$ cat src/rtl/ahb_slave_mux.sv
// AHB-Lite slave response multiplexer with built-in default slave.
// Define AHB_SLAVE_MUX_DEFSLV_ERR_EN to give unmapped transfers a two-cycle ERROR response.
module ahb_slave_mux #(
    parameter int unsigned NUM_SLAVES = 3,
    parameter int unsigned DATA_WIDTH = 32,
    parameter int unsigned SEL_WIDTH  = 2
) (
    input  logic                             hclk,
    input  logic                             hreset,
    input  logic [SEL_WIDTH-1:0]             sel,
    input  logic [1:0]                       htrans,
    input  logic [NUM_SLAVES*DATA_WIDTH-1:0] hrdata_bus,
    input  logic [NUM_SLAVES-1:0]            hreadyout_bus,
    input  logic [NUM_SLAVES-1:0]            hresp_bus,
    output logic [DATA_WIDTH-1:0]            hrdata,
    output logic                             hreadyout,
    output logic                             hresponse
);

`ifdef AHB_SLAVE_MUX_DEFSLV_ERR_EN
    typedef enum logic [1:0] {ST_IDLE, ST_SLV, ST_ERR1, ST_ERR2} state_t;
`else
    typedef enum logic [0:0] {ST_IDLE, ST_SLV} state_t;
`endif

    state_t                state;
    logic [NUM_SLAVES-1:0] dp_oh;
    logic [NUM_SLAVES-1:0] sel_oh;
    logic                  mapped;

    always_comb begin
        sel_oh = '0;
        for (int unsigned k = 0; k < NUM_SLAVES; k++) begin
            sel_oh[k] = (32'(sel) == k);
        end
        mapped = (32'(sel) < NUM_SLAVES);
    end

    always_ff @(posedge hclk or posedge hreset) begin
        if (hreset) begin
            state <= ST_IDLE;
            dp_oh <= NUM_SLAVES'(1);
        end else begin
            case (state)
`ifdef AHB_SLAVE_MUX_DEFSLV_ERR_EN
                ST_ERR1: state <= ST_ERR2;
`endif
                default: begin
                    if (hreadyout) begin
                        if (!htrans[1]) begin
                            state <= ST_IDLE;
                        end else if (mapped) begin
                            state <= ST_SLV;
                            dp_oh <= sel_oh;
                        end else begin
`ifdef AHB_SLAVE_MUX_DEFSLV_ERR_EN
                            state <= ST_ERR1;
`else
                            state <= ST_IDLE;
`endif
                        end
                    end
                end
            endcase
        end
    end

    // dp_oh is strictly one-hot, so an AND-OR mux selects exactly one slave.
    always_comb begin
        hrdata    = '0;
        hreadyout = 1'b1;
        hresponse = 1'b0;
        case (state)
            ST_SLV: begin
                hreadyout = 1'b0;
                for (int unsigned k = 0; k < NUM_SLAVES; k++) begin
                    hrdata    = hrdata | (hrdata_bus[k*DATA_WIDTH +: DATA_WIDTH] & {DATA_WIDTH{dp_oh[k]}});
                    hreadyout = hreadyout | (hreadyout_bus[k] & dp_oh[k]);
                    hresponse = hresponse | (hresp_bus[k] & dp_oh[k]);
                end
            end
`ifdef AHB_SLAVE_MUX_DEFSLV_ERR_EN
            ST_ERR1: begin
                hreadyout = 1'b0;
                hresponse = 1'b1;
            end
            ST_ERR2: begin
                hreadyout = 1'b1;
                hresponse = 1'b1;
            end
`endif
            default: ;
        endcase
    end

endmodule

$ cat config.mk
export PLATFORM = sky130hd
export DESIGN_NAME = ahb_slave_mux
export DESIGN_NICKNAME = d
export VERILOG_FILES = /design/src/rtl/ahb_slave_mux.sv
export SDC_FILE = /design/constraint.sdc
export NUM_CORES = 1
export LEC_CHECK = 0
export CAP_MARGIN = 25
export CORE_MARGIN = 2
export CORE_UTILIZATION = 24
export DETAILED_ROUTE_END_ITERATION = 8
export PLACE_DENSITY_LB_ADDON = 0.12
export SYNTH_ARGS = -nofsm -noshare
export SYNTH_HDL_FRONTEND = slang
export SYNTH_SLANG_ARGS = --single-unit
$ cat constraint.sdc
create_clock -name hclk -period 2.22 [get_ports hclk]
set_clock_uncertainty 0.1 [all_clocks]
set_input_delay 0.333 -clock hclk [delete_from_list [all_inputs] [get_ports hclk]]
set_output_delay 0.333 -clock hclk [all_outputs]
set_load 0.02 [all_outputs]
==> out/results.ini, run 1 <==
[cells_and_area]
nFillCells = 316
design_area_um2 = 2310
antenna_cells = 0
seqCellArea_um2 = 101
final_util = 0.639
final_common_cell = clkdlybuf4s50_1
multiInputGateArea_um2 = 648
layout.cells.most_common_list = 107 x clkdlybuf4s50_1, 33 x a222oi_1, 33 x nor2b_1, 33 x dlygate4sd2_1, 8 x buf_4
drive_above_1_share = 0.0705
nets = 350
area_delta_synth_final_pct = 161

[power]
intPower_uw = 902
pwr-share-clk = 0.096
sw_frac_of_total = 0.464
power_density_nw_per_um2 = 730
power_frac_comb = 0.826
peakVddDrop_v = 0.000418
p_leak_uw = 0.000955
finalPower_uw = 1680
power_switching_uw = 780
seqPwrFrac = 0.079

[place]
place_hpwl_mm = 3.65
port_buffers = 140
dpl_cell_area_um2 = 2300
place.gp.congestion = 0.689

[floorplanning]
start_util = 0.245
die_area_um2 = 4180
die_h_um = 64.6
rows = 22
pin_count = 142
core_um2 = 3610
dieWidth_um = 64.6

[detailed_routing]
drc = 0
first_iter_violations = 182
num_vias = 1555
routed_via_density = 5.38
finalWirelength_mm = 4.71
wire_per_inst_um = 16.3
ant_nets = 0
firstDrtPassIters = 5

[yosys]
synthFlopType = dfrtp_1
ys_warn_count = 0
synthTopCellsByArea = a222oi_1 37%, nor2b_1 23%, buf_6 10%, dfrtp_1 8.5%, dfstp_2 3.0%
ys_ff_latch = 4
synth-edff-count = 0
yosysSeqAreaShare = 0.115
synth_cell_types = 18
synthArstFlopShare = 1.00
syn-cell-area_um2 = 882
synth.top_cell.area_share = 0.374
avgSynthCellArea_um2 = 8.56
synthesis.nets = 211
syn_inst = 103
synth_top_area_cell = a222oi_1

[run_status]
status = finished clean

[global_route]
grt_max_degree = 28
grt_usage = 0.209
grt_pass1_wl_mm = 7.06
overflow = 0
grt_pass1_vias = 1530
grt_antenna_before_repair = 0

[sta]
grt_setup_unrepaired = no
clock.fmax_ghz = 0.484
tightest_slew_ps = 331
drv_slew = 0
finalHoldViolations = 0
setup_viol = 0
period_needed_ps = 2070
finalCritPeriodShare = 0.931
setup_tns_ps = 0
relSlewSlack = 0.779

[clocking]
cts_buffers = 3
cts_setup_buffers = 0
postCtsHoldBufs = 0
worstSkewPairLatency_ps = 220
cts_root_buf = clkbuf_8
clock-sinks = 4
cts_resized = 33
clk_pin_slew_ps = 30
h-tree-depth = 1
max-clock-path-buffers = 2
cts_tree = built

[setup_path]
crit_type = primary input to primary output
cp.required_ps = 1790
end_kind = primary output
arrival_ps = 1630
cp_max_fo = 2
startpoint_type = primary input

[min_path]
hp-class = primary input to async pin

[job]
cap_violations = 0

-- cell usage after synthesis, drive strengths merged, types with 2 or more instances --
master / instances
a21oi: 2
a222oi: 33
clkbuf: 3
o211ai: 2
a22o: 2
buf: 12
dfrtp: 3
inv: 3
nand2: 4
nor2b: 33
-- cell type report --
type / count / area share
clock buffer: 4 / 0.0195
inverter: 3 / 0.00488
multi-input combinational: 81 / 0.281
sequential: 4 / 0.0440
tap: 48 / 0.0260
timing repair buffer: 149 / 0.625
-- power groups by stage --
stage | registers [uW] | logic, uW | clock network (uW)
final | 132 | 1390 | 161
after global placement | 130 | 1500 | 0
after floorplan | 111 | 903 | 0
after global routing | 139 | 1490 | 170
after detailed placement | 134 | 1540 | 0
after CTS | 134 | 1400 | 164
-- registers in the layout, summed over array words and instances, names as in the netlist --
| name | flops |
|---|---|
| dp_oh | 3 |
| state | 1 |
-- cell families (layout without fill, tap and decap cells) --
family / Yosys count / in the layout / share of synthesized area
DFF: 4 / 4 / 0.115
AOI/OAI and AO/OA: 43 / 43 / 0.475
buffers and inverters: 18 / 156 / 0.150
and+or+nand+nor: 38 / 38 / 0.260
-- worst max-delay path, stage by stage --
cell,delay (ps)
clkdlybuf4s50_1,450
a22oi_2,220
nand2_1,90
clkdlybuf4s50_1,550
-- final timing paths --
| check | slack (ps) | cells after the start | to | from |
|---|---|---|---|---|
| max reg2reg | 840 | 4 | dp_oh[2] | dp_oh[2] |
| max | 150 | 4 | hreadyout | hreadyout_bus[1] |
| max in group asynchronous | 1600 | 2 | dp_oh[0] | hreset |
| min in group hclk | 520 | 1 | dp_oh[0] | dp_oh[0] |
| min | 200 | 2 | state | hreset |
| min reg2reg | 520 | 1 | dp_oh[0] | dp_oh[0] |
-- through the flow --
| step | instances | hold slack, ps | worst slack [ps] |
|---|---|---|---|
| global route | 289 | 240 | 67.0 |
| finish | 289 | 200 | 153 |
| detailed placement | 285 | 434 | 5.21 |
| global placement | 285 | 433 | 74.3 |
| CTS | 289 | 205 | 150 |
| floorplan | 103 | -1.64 | 548 |
-- routing by layer --
layer / vias up / GRT usage / routed length [um]
met5: - / 0 / 0
met1: 728 / 0.228 / 1680
met2: 99 / 0.395 / 2460
met3: 10 / 0.0538 / 494
met4: 0 / 0.0638 / 80
li1: 718 / - / -
(Power assumes the default switching activity.)
==> run 2: changes to the inputs <==
--- a/config.mk
+++ b/config.mk
@@ -7,9 +7,11 @@
 export LEC_CHECK = 0
 export CAP_MARGIN = 25
 export CORE_MARGIN = 2
-export CORE_UTILIZATION = 24
+export CORE_UTILIZATION = 22
 export DETAILED_ROUTE_END_ITERATION = 8
 export PLACE_DENSITY_LB_ADDON = 0.12
+export RECOVER_POWER = 100
+export SLEW_MARGIN = 5
 export SYNTH_ARGS = -nofsm -noshare
 export SYNTH_HDL_FRONTEND = slang
 export SYNTH_SLANG_ARGS = --single-unit
==> constraint.sdc (replaced) <==
create_clock -name hclk -period 2.1 [get_ports hclk]
set_clock_uncertainty 0.1 [all_clocks]
set_input_delay 0.315 -clock hclk [delete_from_list [all_inputs] [get_ports hclk]]
set_output_delay 0.315 -clock hclk [all_outputs]
set_load 0.02 [all_outputs]
==> run 2 against run 1 <==
Effect of this change: non-clock buffer count shrank 1; register-to-register slack got worse by 140 ps; clock-buffer cell count unchanged; clock power rose by 6%; global-route usage fell by 2.8 points; total power grew 8.5%; via count fell by 0.32%; first-iteration DRC count down 2.7%; wire length decreased by 0.28%; sequential cell count did not move; setup slack got worse by 23 ps; critical path type is now register to primary output; largest power group unchanged.
==> out/results.ini, run 2 (synthesis results as in run 1) <==
[clocking]
clock-sinks = 4
max-clock-path-buffers = 2
cts_buffers = 3
clk_pin_slew_ps = 30
cts_setup_buffers = 0
cts_tree = built
cts_root_buf = clkbuf_8
worstSkewPairLatency_ps = 220
postCtsHoldBufs = 0
h-tree-depth = 1

[floorplanning]
start_util = 0.224
core_um2 = 3940
dieWidth_um = 67.3
die_h_um = 67.3
rows = 23
pin_count = 142
die_area_um2 = 4530

[sta]
clock.fmax_ghz = 0.508
grt_setup_unrepaired = no
setup_viol = 0
drv_slew = 0
finalCritPeriodShare = 0.938
period_needed_ps = 1970
finalHoldViolations = 0
relSlewSlack = 0.773
setup_slack_ps = 130
hold_slack_ps = 317
tightest_slew_ps = 341

[cells_and_area]
drive_above_1_share = 0.0625
final_common_cell = clkdlybuf4s50_1
stdcell_count = 290
largest_reg_flops = 3
design_area_um2 = 2330
nets = 349
nFillCells = 354
largest_registers = dp_oh x3, state x1
antenna_cells = 0
top_register = dp_oh
layout.cells.most_common_list = 104 x clkdlybuf4s50_1, 33 x a222oi_1, 33 x nor2b_1, 33 x dlygate4sd2_1
area_delta_synth_final_pct = 165

[run_status]
status = finished clean

[place]
pre_cts_slack_ps = -32.7
dpl_cell_area_um2 = 2330
place.gp.congestion = 0.732
placed_cells = 286
place_hpwl_mm = 3.68
port_buffers = 140

[power]
power_density_nw_per_um2 = 782
p_leak_uw = 0.000962
finalPower_uw = 1830
peakVddDrop_v = 0.000541

[detailed_routing]
routed_via_density = 5.34
finalWirelength_mm = 4.70
firstDrtPassIters = 8
ant_nets = 0
first_iter_violations = 177
drc = 0
num_vias = 1550
wire_per_inst_um = 16.2

[setup_path]
rr_worst_depth = 4
r2r_start = dp_oh[0]
arrival_ps = 1550
critPathLaunch = dp_oh[1]
cp.required_ps = 1680
startpoint_type = register
reg2reg_to = dp_oh[0]
cp_max_fo = 9
end_kind = primary output
r2r_slack_ps = 700
crit_type = register to primary output

[global_route]
overflow = 0
grt_max_degree = 28
grt_usage = 0.182
grt_pass1_vias = 1409
grt_antenna_before_repair = 0
grt_pass1_wl_mm = 6.40

[min_path]
hp-class = primary input to async pin

[job]
cap_violations = 0

run 2: changes by cell type in the layout (fill, tap and decap cells not counted), sizes merged:
| cell | previous run | this run |
|---|---|---|
| clkdlybuf4s50 | 107 | 104 |
| buf | 9 | 7 |
| dlygate4sd3 | 0 | 2 |
| clkbuf | 4 | 5 |
| clkdlybuf4s15 | 0 | 1 |
run 2: per-layer routing:
metal | wire, um | part of all wire | track usage
met1 | 1570 | 0.33 | 0.184
met2 | 2470 | 0.53 | 0.360
met3 | 569 | 0.12 | 0.0450
met4 | 81 | 0.017 | 0.0536
met5 | 0 | 0 | 0
run 2: cell type report:
cell class	instances	area [um^2]	area share
clock buffers	4	45.0	0.0193
inverters	3	11.3	0.00482
multi-input cells	81	644	0.276
flip-flops and latches	4	101	0.0434
well taps	50	62.6	0.0268
repair buffers	148	1470	0.630
run 2: through the flow:
step	TNS, ps	util
3_5_place_dp	-157	0.592
2_1_floorplan	0	-
5_1_grt	0	0.592
6_report	0	0.592
3_3_place_gp	-34.2	0.592
4_1_cts	0	0.593
run 2: worst max-delay path by stage:
stage | end | slack (ps)
6_report | hrdata[26] | 130
4_1_cts | hrdata[23] | 110
2_1_floorplan | hrdata[21] | 450
3_3_place_gp | hrdata[7] | -20
5_1_grt | hrdata[25] | 10
3_5_place_dp | hrdata[26] | -30
run 2: worst max-delay path, stage by stage (launching register included):
cell and delay (ps):
dfrtp_1 390, clkbuf_4 200, a222oi_1 350, nor2b_1 70, dlygate4sd2_1 330
run 2: power breakdown:
| group | internal (uW) | leakage [uW] | switching [uW] | total (uW) |
|---|---|---|---|---|
| Clock | 130 | 0.0000228 | 40.5 | 170 |
| Sequential | 105 | 0.0000456 | 35.0 | 140 |
| Combinational | 753 | 0.000893 | 762 | 1520 |
| Total | 989 | 0.000962 | 838 | 1830 |
run 2: timing repair:
| action | 4_1_cts | 5_1_grt |
|---|---|---|
| endpoints found under the hold margin | 0 | 0 |
| setup endpoints to repair | 34 | 1 |
| pin swaps | 0 | 1 |
| gates resized for setup | 34 | 1 |
